--- src/rtl/dmem_ctrl_pkg.sv ---
// Shared definitions for the MEM-stage data-memory sequencer: state encoding,
// alignment mask and request classification helpers.
package dmem_ctrl_pkg;

   // Sequencer states; 2'b11 is unused and recovers to idle.
   typedef logic [1:0] state_t;

   localparam state_t StIdle   = 2'b00;
   localparam state_t StAccess = 2'b01;
   localparam state_t StDone   = 2'b10;

   // Low address bits that must be zero for a word access.
   localparam logic [1:0] ALIGN_MASK = 2'b11;

   function automatic logic is_aligned(input logic [31:0] a);
      return (a[1:0] & ALIGN_MASK) == 2'b00;
   endfunction

   // Exactly one of read/write, word aligned: start a memory access.
   function automatic logic is_go(input logic rd, input logic wr, input logic [31:0] a);
      return (rd ^ wr) && is_aligned(a);
   endfunction

   // Conflicting control bits, or a request to a misaligned address.
   function automatic logic is_bad(input logic rd, input logic wr, input logic [31:0] a);
      return (rd && wr) || ((rd || wr) && !is_aligned(a));
   endfunction

endpackage

--- src/rtl/dmem_access_ctrl.sv ---
// MEM-stage data-memory sequencer. Runs a req/ack handshake to a
// variable-latency memory, freezes the upstream pipeline while the access is in
// flight, registers load data for MEM/WB and flags illegal accesses and timeouts.
module dmem_access_ctrl
   import dmem_ctrl_pkg::*;
#(
   parameter int unsigned TIMEOUT_CYCLES = 64,
   localparam int unsigned CNT_W = $clog2(TIMEOUT_CYCLES + 1)
) (
   input  logic        clk,
   input  logic        rst,
   input  logic        mem_read,
   input  logic        mem_write,
   input  logic [31:0] addr,
   input  logic [31:0] wdata,
   output logic        mem_req,
   output logic        mem_we,
   output logic [31:0] mem_addr,
   output logic [31:0] mem_wdata,
   input  logic        mem_ack,
   input  logic [31:0] mem_rdata,
   output logic        stall,
   output logic [31:0] rdata,
   output logic        access_err,
   output logic        timeout_err
);

   localparam logic [CNT_W-1:0] CNT_LAST = CNT_W'(TIMEOUT_CYCLES - 1);

   state_t           state_q, state_d;
   logic [CNT_W-1:0] cnt_q, cnt_d;
   logic             mem_we_q;
   logic [31:0]      mem_addr_q;
   logic [31:0]      mem_wdata_q;
   logic [31:0]      rdata_q;
   logic             timeout_err_q;

   logic go;
   logic bad;
   logic capture;
   logic load_rdata;
   logic set_timeout;

   assign go  = is_go(mem_read, mem_write, addr);
   assign bad = is_bad(mem_read, mem_write, addr);

   // Next-state, wait counter and register-update strobes.
   always_comb begin
      state_d     = state_q;
      cnt_d       = cnt_q;
      capture     = 1'b0;
      load_rdata  = 1'b0;
      set_timeout = 1'b0;
      unique case (state_q)
         StIdle: begin
            // Illegal requests fall through as bubbles; ack here is stray.
            if (go) begin
               state_d = StAccess;
               cnt_d   = '0;
               capture = 1'b1;
            end
         end
         StAccess: begin
            // Ack takes priority over a timeout landing in the same cycle.
            if (mem_ack) begin
               state_d    = StDone;
               load_rdata = !mem_we_q;
            end else if (cnt_q == CNT_LAST) begin
               state_d     = StDone;
               set_timeout = 1'b1;
            end else begin
               cnt_d = cnt_q + 1'b1;
            end
         end
         StDone: begin
            // EX/MEM still holds the finished instruction; do not look at it.
            state_d = StIdle;
         end
         default: begin
            state_d = StIdle;
         end
      endcase
   end

   // Sequencer state and wait counter.
   always_ff @(posedge clk or posedge rst) begin
      if (rst) begin
         state_q <= StIdle;
         cnt_q   <= '0;
      end else begin
         state_q <= state_d;
         cnt_q   <= cnt_d;
      end
   end

   // Request fields are latched once at the start and held through the access.
   always_ff @(posedge clk or posedge rst) begin
      if (rst) begin
         mem_we_q    <= 1'b0;
         mem_addr_q  <= '0;
         mem_wdata_q <= '0;
      end else if (capture) begin
         mem_we_q    <= mem_write;
         mem_addr_q  <= addr;
         mem_wdata_q <= wdata;
      end
   end

   // Load result register feeding MEM/WB.
   always_ff @(posedge clk or posedge rst) begin
      if (rst) begin
         rdata_q <= '0;
      end else if (load_rdata) begin
         rdata_q <= mem_rdata;
      end
   end

   // Sticky timeout flag, cleared only by reset.
   always_ff @(posedge clk or posedge rst) begin
      if (rst) begin
         timeout_err_q <= 1'b0;
      end else if (set_timeout) begin
         timeout_err_q <= 1'b1;
      end
   end

   // Outputs: request decoded from registered state, stall and error from inputs.
   always_comb begin
      mem_req     = (state_q == StAccess);
      mem_we      = mem_we_q;
      mem_addr    = mem_addr_q;
      mem_wdata   = mem_wdata_q;
      rdata       = rdata_q;
      timeout_err = timeout_err_q;
      stall       = !rst && (((state_q == StIdle) && go) || (state_q == StAccess));
      access_err  = !rst && (state_q == StIdle) && bad;
   end

endmodule

--- config.mk ---
export PLATFORM = sky130hd
export DESIGN_NAME = dmem_access_ctrl
export DESIGN_NICKNAME = d
export VERILOG_FILES = /design/src/rtl/dmem_ctrl_pkg.sv /design/src/rtl/dmem_access_ctrl.sv
export SDC_FILE = /design/constraint.sdc
export NUM_CORES = 1
export LEC_CHECK = 0
export BUFFER_PORTS_ARGS = -buffer_cell sky130_fd_sc_hd__buf_4
export CORE_AREA = 2 2 105 107
export CTS_CLUSTER_SIZE = 8
export DETAILED_ROUTE_END_ITERATION = 10
export DIE_AREA = 0 0 107 109
export PLACE_DENSITY = 0.83
export SYNTH_ARGS = -nofsm -noshare
export SYNTH_HDL_FRONTEND = slang
export SYNTH_SLANG_ARGS = --single-unit
export TNS_END_PERCENT = 30
--- constraint.sdc ---
create_clock -name clk -period 4.1 [get_ports clk]
set_clock_uncertainty 0.2 [all_clocks]
set_input_delay 0.82 -clock clk [delete_from_list [all_inputs] [get_ports clk]]
set_output_delay 0.82 -clock clk [all_outputs]
set_load 0.03 [all_outputs]
### Yosys cells after proc, flatten, opt, wreduce, memory -nomap -nowiden

Index checks and enable logic that the tools add are counted.

| operators by class | value |
|---|---|
| bitwise logic cells | 1 |
| multiplexer cells | 15 |
| $add $sub $neg | 1 |
| reduce and logical (&&, ||, !) cells | 18 |
| equality and inequality tests | 6 |

Operators with widths:

| kind | count |
|---|---|
| 7-bit 2-to-1 mux | 3 |
| 7-bit case mux with 2 select lines | 1 |
| 7-bit by 1-bit adder with 7-bit output (second input constant) | 1 |
| 7-bit by 6-bit == test with 1-bit output (second input constant) | 1 |
| 1-bit logical AND | 7 |
| 1-bit 2-to-1 mux | 7 |
| 2-bit 2-to-1 mux | 3 |
| 2-bit inequality test (second input constant) | 3 |
| 2-bit zero test | 2 |
| 2-bit case mux with 2 select lines | 1 |
| 4-bit AND reduction | 1 |
| 1-bit zero test | 3 |
| 1-bit logical OR | 3 |
| 3-bit by 1-bit inequality test with 1-bit output (second input constant) | 1 |
| 2-bit by 1-bit == test with 1-bit output (second input constant) | 1 |
| 2-bit AND reduction | 1 |
| 2-bit nonzero test | 1 |
| 1-bit bitwise XOR | 1 |

| word-level totals | value |
|---|---|
| output and inout bits | 101 |
| bits in registers | 107 |
| logic and storage cells | 48 |
| input port bits | 101 |

### Longest topological paths before layout

Gate-level depths: netlist of run 1.

| depth | value |
|---|---|
| depth after elaboration | 5 |
| depth in mapped cells | 6 |
| mapped depth without buffers | 6 |

### Least setup slack after synthesis of run 1

OpenSTA, ideal clock, no wires.

| path | value |
|---|---|
| path kind | in2out |
| from | input port rst |
| to | output port access_err |
| buffers on the path | 0 |
| cell stages on the path | 2 |
| setup slack | -520 ps |
| data required time | 3080 ps |
| data arrival time | 3600 ps |
| cells stage by stage | inv_1 o211a_1 |

| on the way | value |
|---|---|
| longest elaborated chain between the ends | 3 |

Ends and longest elaborated chain:

| what | RTL line | text |
|---|---|---|
| start: declaration | dmem_access_ctrl.sv:11 | `input logic rst,` |
| 1-bit zero test | dmem_access_ctrl.sv:136 | `access_err = !rst && (state_q == StIdle) && bad;` |
| 1-bit logical AND (2 in series) | dmem_access_ctrl.sv:136 |  |
| end: declaration | dmem_access_ctrl.sv:24 | `output logic access_err,` |

No other way between the ends.

### Worst setup path in the final report of run 1

| path | value |
|---|---|
| from | input port mem_write |
| to | output port stall |

| on the way | value |
|---|---|
| longest elaborated chain between the ends | 5 |

Ends and longest elaborated chain:

| what | RTL line | text |
|---|---|---|
| start: declaration | dmem_access_ctrl.sv:13 | `input logic mem_write,` |
| 1-bit bitwise XOR | dmem_ctrl_pkg.sv:21 | `return (rd ^ wr) && is_aligned(a);` |
| 1-bit logical AND | dmem_ctrl_pkg.sv:21 |  |
| 1-bit logical AND | dmem_access_ctrl.sv:135 | `stall = !rst && (((state_q == StIdle) && go) \|\| (state_q == StAccess));` |
| 1-bit logical OR | dmem_access_ctrl.sv:135 |  |
| 1-bit logical AND | dmem_access_ctrl.sv:135 |  |
| end: declaration | dmem_access_ctrl.sv:22 | `output logic stall,` |

No other way between the ends.

==> results of run 1 <==
sequential cells by signal, indices dropped and copies added (netlist names):
name	cells
mem_addr	32
mem_wdata	32
rdata	32
cnt_q	7
state_q	2
mem_we	1
timeout_err	1
metrics by stage:
stage	hold WS [ns]	power [mW]	util [%]	area, µm²
after CTS	0.267	4.29	57.3	6080
after floorplan	0.249	2.75	-	4190
after global routing	0.273	4.45	57.3	6080
after detailed placement	0.245	3.54	55.0	5840
final	0.264	4.23	57.3	6080
after global placement	0.242	3.49	55.0	5840
area by class of cell:
| class | instances | share of cell area (%) |
|---|---|---|
| clock buffers | 10 | 2.10 |
| well taps | 140 | 2.88 |
| repair buffers | 205 | 25.3 |
| flip-flops and latches | 107 | 44.1 |
| clock inverters | 6 | 1.87 |
| multi-input cells | 145 | 23.3 |
| inverters | 6 | 0.432 |
synth_stat cells, types with 2 or more instances:
library cell / number / area share (%)
dfrtp_1: 107 / 64
mux2_2: 94 / 25
nor2_1: 8 / 0.72
buf_2: 7 / 0.84
inv_1: 6 / 0.54
a21oi_1: 4 / 0.48
nand2_1: 4 / 0.36
buf_6: 3 / 0.81
ha_1: 3 / 0.90
a21o_1: 2 / 0.36
and2_1: 2 / 0.30
mux2i_1: 2 / 0.48
nand3_1: 2 / 0.24
nand4_1: 2 / 0.30
o211a_1: 2 / 0.48
o21ai_0: 2 / 0.24
worst max path at each step:
| stage | startpoint | end | slack [ns] | cells past startpoint |
|---|---|---|---|---|
| 2_1_floorplan | rst | access_err | 0.29 | 2 |
| 3_3_place_gp | mem_read | cnt_q[2] | 1.33 | 7 |
| 3_5_place_dp | mem_read | cnt_q[2] | 1.23 | 7 |
| 4_1_cts | mem_write | stall | 1.45 | 6 |
| 5_1_grt | mem_write | stall | 1.38 | 6 |
| 6_report | mem_write | stall | 1.45 | 6 |
cells by family (layout without fill, tap and decap cells):
group / after synthesis / in the layout / synth area share, %
flops: 107 / 107 / 64.0
fa+ha+maj: 3 / 3 / 0.897
simple gates: 29 / 29 / 4.33
compound gates: 17 / 17 / 2.87
mux: 96 / 96 / 25.8
buf+inv: 16 / 227 / 2.18
critical path, cell delays in order:
cell and delay [ns]:
buf_4 0.09, inv_1 0.04, ha_1 0.29, nand3_2 0.07
a21oi_1 0.15, buf_4 0.17
routing by layer:
layer / up-vias / wire length [µm] / global-route usage [%]
li1: 1352 / - / -
met1: 1450 / 3460 / 17.2
met2: 135 / 4750 / 28.1
met3: 15 / 695 / 3.59
met4: 0 / 180 / 7.33
met5: - / 0 / 0
power by group:
part	switching (mW)	internal, mW	total (mW)
clock network	0.341	0.407	0.748
registers	0.203	1.42	1.63
logic	1.06	0.800	1.86
total	1.60	2.63	4.23
==> results_dict.tcl, run 1 <==
set metrics [dict create \
    cts_buffer_depth 2 \
    ant_nets 0 \
    r2r_slack_ns 1.99 \
    ctsRootBufferMaster "clkbuf_8" \
    die_h_um 109 \
    area_growth_pct 45.2 \
    ys_ff_latch 107 \
    cts_made_buffers 9 \
    ctsHoldBuffers 0 \
    track_usage_pct 15.5 \
    synth_fp_nets 372 \
    antenna_found_initial 0 \
    setup_viol 0 \
    ff_latch_area_um2 2680 \
    diodes 0 \
    coreArea_um2 10600 \
    worst_setup_path_start_kind "primary input" \
    drt_first_pass_iters 4 \
    synth-edff-count 0 \
    grt_pass1_wl_um 14200 \
    multiInputGateArea_um2 1420 \
    worstSetupEndpointType "output port" \
    period_share_pct 64.5 \
    most-common-layout-cells "buf_4, dfrtp_1, mux2_2, clkbuf_8, nor2_1" \
    p_leak_nw 2.97 \
    rr_endpoint "cnt_q[2]" \
    std_cell_rows 38 \
    placedCellCount 603 \
    drt_iter0_markers 116 \
    gp_congestion 0.781 \
    nFillCells 848 \
    worstHoldPathType "register to register" \
    grt_max_degree 70 \
    worst_pin_slew_ns 0.833 \
    hold_end "timeout_err" \
    post-place-ws_ns 1.23 \
    crit_fanout 2 \
    final.setup.tns_ns 0 \
    die_x_um 107 \
    wl_per_cell_um 14.7 \
    fin_ws_ns 1.45 \
    ys_async_sr_fraction_pct 100 \
    postCtsSetupBuffers 0 \
    dp_hpwl_um 6920 \
    cts_resized 0 \
    slew_viol_final 0 \
    slew_headroom_pct 44.5 \
    layout_commonest_cell "buf_4" \
    path_class "primary input to output port" \
    overflow 0 \
    synth_cells 268 \
    hold_start "timeout_err" \
    grt_pass1_vias 3109 \
    status "finished, final reports clean" \
    dieArea_um2 11700 \
    clk_pin_slew_ns 0.09 \
    final_nets 578 \
    p_per_area_nw_per_um2 697 \
    htree_levels 3 \
    wl_um 9080 \
    clock_sinks 107 \
    synth_ff_type "dfrtp_1" \
    syn_area_per_cell_um2 15.6 \
    arrival_ns 1.63 \
    finalCriticalPeriod_ns 2.65 \
    r2r-start "state_q[0]" \
    viasPerCell 4.77 \
    yosysWarningCount 0 \
    io_pins 202 \
    peakVddDrop_v 0.000333 \
    synth_area_um2 4190 \
    initial_core_util_pct 39.5 \
    clock.fmax_mhz 378 \
    synth-seq-area-share_pct 64.0 \
    reg2reg_depth 5 \
    holdPathStages 1 \
    yosys.cell_types.count 34 \
    drcViolationCount 0 \
    hold_viol_final 0 \
    clk_latency_ns 0.35 \
    drive_gt1_share_pct 67.0 \
    final_cells 619 \
    rsz0062_at_grt "no" \
    io_buffers 201 \
    cts_tree "built" \
    maxCapViolations 0 \
    dr_total_vias 2952 \
    required_ns 3.08 \
]
Power figures use the tool's default switching activity.
==> run 2: changes to the inputs <==
- CORE_AREA: 2 2 105 107 -> 2 2 99 101
- DIE_AREA: 0 0 107 109 -> 0 0 101 103
- PLACE_DENSITY: 0.83 -> 0.88
- clock period: 4.1 -> 2.6 ns (I/O delays scaled with it)
==> results_dict.tcl, run 2 (synthesis results as in run 1) <==
set metrics [dict create \
    clock_sinks 107 \
    hold_viol_final 0 \
    switching_share_pct 39.8 \
    gp_congestion 0.795 \
    dieArea_um2 10400 \
    clockPowerShare_pct 14.9 \
    most-common-layout-cells "buf_4, dfrtp_1, mux2_2, clkbuf_8, nor2_1" \
    status "finished, final reports clean" \
    worst_setup_path_start_kind "register" \
    dr_total_vias 2947 \
    viasPerCell 4.97 \
    cpPeakStageDelay_ns 0.46 \
    clock.fmax_mhz 436 \
    final_nets 578 \
    cp_slowest_cell "dfrtp_1" \
    drcViolationCount 0 \
    slew_viol_final 0 \
    arrival_ns 1.58 \
    worst_pin_slew_ns 0.545 \
    wl_per_cell_um 15.8 \
    initial_core_util_pct 44.3 \
    worstSetupEndpointType "output port" \
    peakVddDrop_v 0.000461 \
    worstSetupEndpoint "stall" \
    cts_resized 0 \
    wl_um 9380 \
    ant_nets 0 \
    layout_commonest_cell "buf_4" \
    htree_levels 3 \
    clk_pin_slew_ns 0.11 \
    p_comb_share_pct 45.7 \
    drt_first_pass_iters 4 \
    clk_latency_ns 0.36 \
    ctsHoldBuffers 0 \
    rsz0062_at_grt "no" \
    reg2reg_depth 4 \
    slew_headroom_pct 63.7 \
    coreArea_um2 9460 \
    nFillCells 739 \
    ctsRootBufferMaster "clkbuf_8" \
    antenna_found_initial 0 \
    area_growth_pct 43.6 \
    cp_cell_sequence "nor2_1 -> nand3_2 -> a21oi_1 -> buf_4" \
    required_ns 1.88 \
    final.setup.tns_ns 0 \
    worstHoldPathType "primary input to async pin" \
    period_share_pct 88.3 \
    overflow 0 \
    setup_viol 0 \
    cts_buffer_depth 2 \
    finalCriticalPeriod_ns 2.30 \
    io_buffers 201 \
    internal-power_mw 3.90 \
    die_h_um 103 \
    p_per_area_nw_per_um2 1080 \
    std_cell_rows 36 \
    postCtsSetupBuffers 0 \
    track_usage_pct 17.4 \
    cts_made_buffers 9 \
    r2r_slack_ns 0.70 \
    grt_pass1_wl_um 14100 \
    r2r-start "state_q[1]" \
    p_leak_nw 2.96 \
    crit_path_start "state_q[0]" \
    cts_tree "built" \
    final_cell_area_um2 6010 \
    diodes 0 \
    crit_fanout 5 \
    drt_iter0_markers 51 \
    placed_area_um2 5830 \
    seq_power_share_pct 39.4 \
    path_class "register to output port" \
    io_pins 202 \
    dp_hpwl_um 7020 \
    drive_gt1_share_pct 67.0 \
    rr_endpoint "rdata[30]" \
    maxCapViolations 0 \
    p_sw_mw 2.58 \
    grt_pass1_vias 3036 \
    die_x_um 101 \
    grt_max_degree 108 \
]
## run 2: cell count changes in the layout (fill, tap and decap cells not counted), sizes merged
| cell | before | now |
|---|---|---|
| clkinvlp | 3 | 1 |
| bufinv | 3 | 0 |
| inv | 5 | 8 |
| clkinv | 1 | 2 |
| clkbuf | 10 | 11 |
## run 2: worst min path at each step
stage / cells after the start / end / slack (ns) / startpoint
after floorplan: 1 / cnt_q[6] / 0.25 / cnt_q[6]
after global placement: 1 / timeout_err / 0.25 / timeout_err
after detailed placement: 1 / timeout_err / 0.25 / timeout_err
after CTS: 3 / rdata[12] / 0.16 / rst
after global routing: 2 / mem_wdata[4] / 0.16 / wdata[4]
final: 3 / rdata[10] / 0.13 / rst
## run 2: final cells by class
type                       count  area [µm²]  share of cell area (%)
inverter                       6        26.3                   0.437
clock buffer                  11         141                    2.35
multi-input combinational    145        1420                    23.6
tap                          114         143                    2.37
sequential                   107        2680                    44.5
timing repair buffer         205        1560                    26.0
clock inverter                 5        43.8                   0.728
## run 2: metal layers
layer | part of all wire, % | vias to the layer above | GRT usage, %
li1 | - | 1358 | -
met1 | 37 | 1441 | 19.2
met2 | 53 | 129 | 31.5
met3 | 7.9 | 19 | 5.15
met4 | 2.2 | 0 | 6.96
met5 | 0 | - | 0
## run 2: metrics by stage
stage | std cells | hold slack, ns | utilization, % | power, mW | setup slack (ns)
2_1_floorplan | 268 | 0.249 | - | 4.33 | -0.610
3_3_place_gp | 577 | 0.248 | 61.6 | 5.49 | 0.507
3_5_place_dp | 577 | 0.249 | 61.6 | 5.59 | 0.451
4_1_cts | 593 | 0.156 | 63.6 | 6.55 | 0.299
5_1_grt | 593 | 0.161 | 63.6 | 6.81 | 0.180
6_report | 593 | 0.133 | 63.6 | 6.48 | 0.304
## run 2: power by group through the flow
stage	registers, mW	logic [mW]	clock network, mW
global placement	2.56	2.93	0
detailed placement	2.60	2.99	0
CTS	2.56	2.99	0.997
floorplan	3.71	0.629	0
global route	2.63	3.11	1.07
finish	2.55	2.96	0.963
## run 2: critical path, delay by kind of cell (launching register included)
kind / cells / cell delay (ns)
flip-flops: 1 / 0.46
AND/OR/NAND/NOR: 2 / 0.39
AO/OA/AOI/OAI: 1 / 0.20
buffers and inverters: 1 / 0.19
